$ cat config.mk
export PLATFORM = sky130hd
export DESIGN_NAME = bit_serial_adder_core
export DESIGN_NICKNAME = d
export VERILOG_FILES = /design/src/rtl/bit_serial_adder_core.sv
export SDC_FILE = /design/constraint.sdc
export NUM_CORES = 1
export LEC_CHECK = 0
export CORE_AREA = 3 3 40 42
export CTS_BUF_LIST = sky130_fd_sc_hd__clkbuf_8
export DETAILED_ROUTE_END_ITERATION = 7
export DIE_AREA = 0 0 43 45
export PLACE_DENSITY = 0.39
export SLEW_MARGIN = 40
export SYNTH_ARGS = -nofsm -noshare
export SYNTH_HDL_FRONTEND = slang
export SYNTH_SLANG_ARGS = --single-unit
$ cat constraint.sdc
create_clock -name clk -period 2.6 [get_ports clk]
set_input_delay 0.52 -clock clk [delete_from_list [all_inputs] [get_ports clk]]
set_output_delay 0.52 -clock clk [all_outputs]
set_load 0.02 [all_outputs]
$ cat src/rtl/bit_serial_adder_core.sv
// bit_serial_adder_core
//   LSB-first bit-serial two's-complement adder. One bit of each operand is
//   consumed per enabled clock. One registered sum bit is produced per enabled
//   clock. A single carry flop links successive bits of a word. The driver
//   frames words: clr starts a word, and last marks the sign bit, which
//   qualifies the overflow flag.
//
//   Optional feature macro: BIT_SERIAL_ADDER_SUB_EN
//     Defining this macro adds the input sub. sub is sampled on the clr cycle
//     and held for the whole word. When it is set, the block computes A-B:
//     b is inverted and the carry is seeded with 1.
//
// Parameters
//   RESET_X     value loaded into x on reset/clr
//   CARRY_INIT  carry value loaded on reset/clr for an add word
//
// Ports
//   clk      rising-edge clock
//   aresetn  asynchronous active-low reset
//   clr      synchronous word start; has priority over en
//   en       bit valid; state only advances when set
//   a, b     current operand bits, LSB first
//   last     current bit is the MSB (sign bit) of the word
//   sub      (macro only) subtract select, sampled on clr
//   x        registered sum bit
//   cout     registered carry out of the bit just summed
//   ovf      registered signed overflow; meaningful after a last bit
module bit_serial_adder_core #(
  parameter logic RESET_X    = 1'b0,
  parameter logic CARRY_INIT = 1'b0
) (
  input  logic clk,
  input  logic aresetn,
  input  logic clr,
  input  logic en,
  input  logic a,
  input  logic b,
  input  logic last,
`ifdef BIT_SERIAL_ADDER_SUB_EN
  input  logic sub,
`endif
  output logic x,
  output logic cout,
  output logic ovf
);

  logic carry_q;
  logic b_eff;
  logic sum_d;
  logic maj_d;
  logic carry_seed;

`ifdef BIT_SERIAL_ADDER_SUB_EN
  logic sub_q;

  // The subtract mode is latched at word start, so sub may change mid-word
  // without affecting the word that is in flight.
  always_ff @(posedge clk or negedge aresetn) begin
    if (!aresetn)  sub_q <= 1'b0;
    else if (clr)  sub_q <= sub;
  end

  // A-B is formed as A + ~B + 1. The +1 enters through the carry seed.
  assign b_eff      = b ^ sub_q;
  assign carry_seed = sub ? 1'b1 : CARRY_INIT;
`else
  assign b_eff      = b;
  assign carry_seed = CARRY_INIT;
`endif

  assign sum_d = a ^ b_eff ^ carry_q;
  assign maj_d = (a & b_eff) | (a & carry_q) | (b_eff & carry_q);

  always_ff @(posedge clk or negedge aresetn) begin
    if (!aresetn) begin
      carry_q <= CARRY_INIT;
      x       <= RESET_X;
      cout    <= 1'b0;
      ovf     <= 1'b0;
    end else if (clr) begin
      carry_q <= carry_seed;
      x       <= RESET_X;
      cout    <= 1'b0;
      ovf     <= 1'b0;
    end else if (en) begin
      carry_q <= maj_d;
      x       <= sum_d;
      cout    <= maj_d;
      // Signed overflow occurs when the carry into the sign bit differs from
      // the carry out of it.
      ovf     <= last & (carry_q ^ maj_d);
    end
  end

endmodule

## After elaboration in Yosys (flattened, before gate mapping)

Cells that the tools add are included.

| storage, ports and cells | value |
|---|---|
| register bits | 3 |
| input port bits | 7 |
| logic and storage cells | 19 |

| cells by class | value |
|---|---|
| muxes and demuxes | 6 |
| bitwise logic cells | 9 |
| reductions and logical operators | 1 |

Operator list:

| kind | number |
|---|---|
| 1-bit two-way mux | 6 |
| 1-bit bitwise AND | 4 |
| 1-bit XOR | 3 |
| 1-bit bitwise OR | 2 |
| 2-bit nonzero test | 1 |

## Depth between registers and ports, before layout

| depth | value |
|---|---|
| depth in word-level cells | 7 |
| gate-level depth with buffers | 3 |

## Worst setup path before layout

Ideal clock, no wire load.

| path | value |
|---|---|
| path kind | input-to-reg |
| start point | input port a |
| end point | register ovf |
| cell stages on the path | 3 |
| arrival time | 1.174 ns |
| path buffers | 0 |
| data required time | 2.478 ns |
| library setup time | 0.122 ns |
| setup slack | 1.305 ns |
| cells stage by stage | fa_1 -> xnor2_1 -> o2bb2ai_1 |

| between the ends | value |
|---|---|
| word-level cells in the longest chain between the ends | 7 |
| elaborated cells between the ends (all ways) | 8 |
| classes of those cells | 2 x mux; 6 x bitwise |

Ends and longest elaborated chain:

| item | RTL line | RTL |
|---|---|---|
| start, declared | 36 | `input logic a,` |
| 1-bit bitwise AND | 72 | `assign maj_d = (a & b_eff) \| (a & carry_q) \| (b_eff & carry_q);` |
| 1-bit bitwise OR * (2 in a row) | 72 |  |
| 1-bit XOR * | 91 | `ovf <= last & (carry_q ^ maj_d);` |
| 1-bit bitwise AND * | 91 |  |
| 1-bit two-way mux * | 85 | `end else if (en) begin` |
| 1-bit two-way mux * | 80 | `end else if (clr) begin` |
| end signal, assigned | 91 |  |
| end, declared | 44 | `output logic ovf` |

Mark *: on every way between the ends. The rest lies on a longest branch, timed or not. The select of a mux whose other input is x is not followed.
A chain may end at the register's enable or synchronous reset.

## Final worst setup path

| path | value |
|---|---|
| start point | register cout |
| end point | output port cout |

RTL lines:

| item | RTL line | RTL |
|---|---|---|
| start, declared | 43 | `output logic cout,` |
| start signal, assigned | 88 | `cout <= maj_d;` |

No word-level cell between the ends.

==> flow_metrics.env <==
export IMPL_core_rowCount=13
export IMPL_vias=137
export IMPL_die_x_um=43
export IMPL_maxCapViolations=0
export IMPL_cts_clk_slew_worst_paths_ns=0.03
export IMPL_final_setup_skew_ns=0.0001717
export IMPL_grt_pass1_wl_um=745
export IMPL_fin_crit_sh_pct=67.94
export IMPL_worst_pin_slew_ns=0.2133
export IMPL_synth_area_leaders="dfrtp_1, fa_1, mux2i_1, nor2_1, o2bb2ai_1"
export IMPL_syn_num_nets=20
export IMPL_crit_path_end_kind="primary output"
export IMPL_rsz0062_at_grt="no"
export IMPL_fin_area_um2=305.3
export IMPL_timing_setup_tns_ns=0
export IMPL_yosys_top_cells_count="dfrtp_1, nor2_1, mux2i_1"
export IMPL_cts_sinks=3
export IMPL_ir_drop_mv=0.2770
export IMPL_ys_ff_latch=3
export IMPL_fp_coreArea_mm2=0.001285
export IMPL_gp_congestion=0.7302
export IMPL_crit_arrival_ns=1.25
export IMPL_synth_top_area_cell="dfrtp_1"
export IMPL_path_cells="clkdlybuf4s50_1"
export IMPL_yosys_cell_types_count=7
export IMPL_antenna_found_initial=0
export IMPL_cts_tree="built"
export IMPL_portBuffers=9
export IMPL_cts_hold_buf=0
export IMPL_maxSlewViolCount=0
export IMPL_area_growth_pct=101.7
export IMPL_final_nets=34
export IMPL_finalSetupViolations=0
export IMPL_place_area_um2=260.3
export IMPL_path_class="reg2out"
export IMPL_p_leak_uw=0.0001310
export IMPL_power_density_mw_per_mm2=697.5
export IMPL_grtUsageTotal_pct=6.104
export IMPL_ioPinCount=10
export IMPL_postCtsSetupRepairBufs=0
export IMPL_cts_resized=0
export IMPL_crit_slowest_cell="clkdlybuf4s50_1"
export IMPL_yosysSeqAreaShare_pct=49.59
export IMPL_wirelength_um=392
export IMPL_clockRootBuffer="clkbuf_8"
export IMPL_cpLargestDelayFamily="buffers and inverters"
export IMPL_grt_overflow=0
export IMPL_die_h_um=45
export IMPL_clock_latency_ns=0.21
export IMPL_post_route_drc_count=0
export IMPL_vias_per_cell=3.425
export IMPL_cts_buffers_inserted=3
export IMPL_grt_start_max_net_pins=5
export IMPL_syn_inst=12
export IMPL_syn_area_per_cell_um2=12.62
export IMPL_drive_gt1_share_pct=12.00
export IMPL_fin_crit_ns=1.766
export IMPL_crit_buf_inv=1
export IMPL_hold_viol_final=0
export IMPL_critPathMaxFanout=4
export IMPL_drt_first_iter_violations=3
export IMPL_dieArea_mm2=0.001935
export IMPL_postSynth_asyncResetShare_pct=100.0
export IMPL_ys_flop_type="dfrtp_1"
export IMPL_antenna_cells=0
export IMPL_start_util_pct=11.78
export IMPL_drt_pass1_iterations=2
export IMPL_wl_per_cell_um=9.800
export IMPL_critPathMaxStageDelay_ns=0.63
export IMPL_synth_edff_count=0
export IMPL_max_freq_mhz=566.1
export IMPL_hp_class="in2async"
export IMPL_required_ns=2.08
export IMPL_grt_pass1_vias=147
export IMPL_status="complete, no violations"
export IMPL_yosys_warnings=0
export IMPL_clock_path_buffers=2
export IMPL_max_slew_margin_rel_pct=85.73
export IMPL_cts_max_level=1
export IMPL_cp_start_kind="flop"
export IMPL_ant_nets=0
export IMPL_netlist_area_leader_share_pct=49.59
export IMPL_netlist_area_um2=151.4
## layout make-up
cell class | instances | area (µm²)
clock inverters | 1 | 3.754
flip-flops and latches | 3 | 75.07
well taps | 15 | 18.77
repair buffers | 9 | 90.09
fillers | 138 | 979.7
multi-input cells | 9 | 76.32
clock buffers | 3 | 41.29
## flip-flops by register name (all words and copies together), names as in the netlist
signal,flops
cout,1
ovf,1
x,1
## stage by stage
step	hold WS [ns]	total power [µW]	std cells	worst slack, ns	util, %
detailed placement	0.5005	84.05	36	0.7834	20.25
global placement	0.4951	83.74	36	0.8033	20.25
CTS	0.4876	220.0	40	0.8241	23.76
floorplan	0.2244	64.27	12	1.305	-
finish	0.4913	212.9	40	0.8336	23.76
global route	0.4886	231.0	40	0.7826	23.76
## where the power goes
group	internal (µW)	switching, µW	total (µW)
Combinational	18.4	12.4	30.8
Clock	100	29.4	130
Sequential	49.9	2.49	52.3
Total	169	44.3	213
## layer usage
| layer | up-vias | share of wire (%) | global-route usage, % |
|---|---|---|---|
| met4 | 0 | 0 | 5.422 |
| li1 | 66 | - | - |
| met2 | 10 | 31 | 5.689 |
| met1 | 61 | 52 | 7.317 |
| met5 | - | 0 | 0 |
| met3 | 0 | 18 | 5.976 |
## logic make-up after synthesis
logic type | synth area share [%]
AO/OA/AOI/OAI | 5.786
XOR/XNOR | 5.786
AND/OR/NAND/NOR | 12.40
flip-flops | 49.59
multiplexers | 13.22
adder cells (fa/ha/maj) | 13.22
## final timing paths
kind / depth (start not counted) / startpoint / slack, ns / endpoint
setup / recovery: 1 / cout / 0.83 / cout
hold / removal: 1 / aresetn / 0.49 / x
setup reg to reg: 3 / cout / 1.40 / ovf
hold reg to reg: 1 / ovf / 0.51 / ovf
max in group asynchronous: 1 / aresetn / 1.97 / cout
min in group clk: 1 / ovf / 0.51 / ovf
## cell usage in the layout, fill, tap and decap left out, drive strengths merged
cell type / count
xnor2: 1
mux2i: 2
o2bb2ai: 1
clkdlybuf4s50: 9
dfrtp: 3
clkbuf: 3
fa: 1
nand3b: 1
inv: 1
nor2: 3
Note: power is estimated with default switching activity, not from simulation.
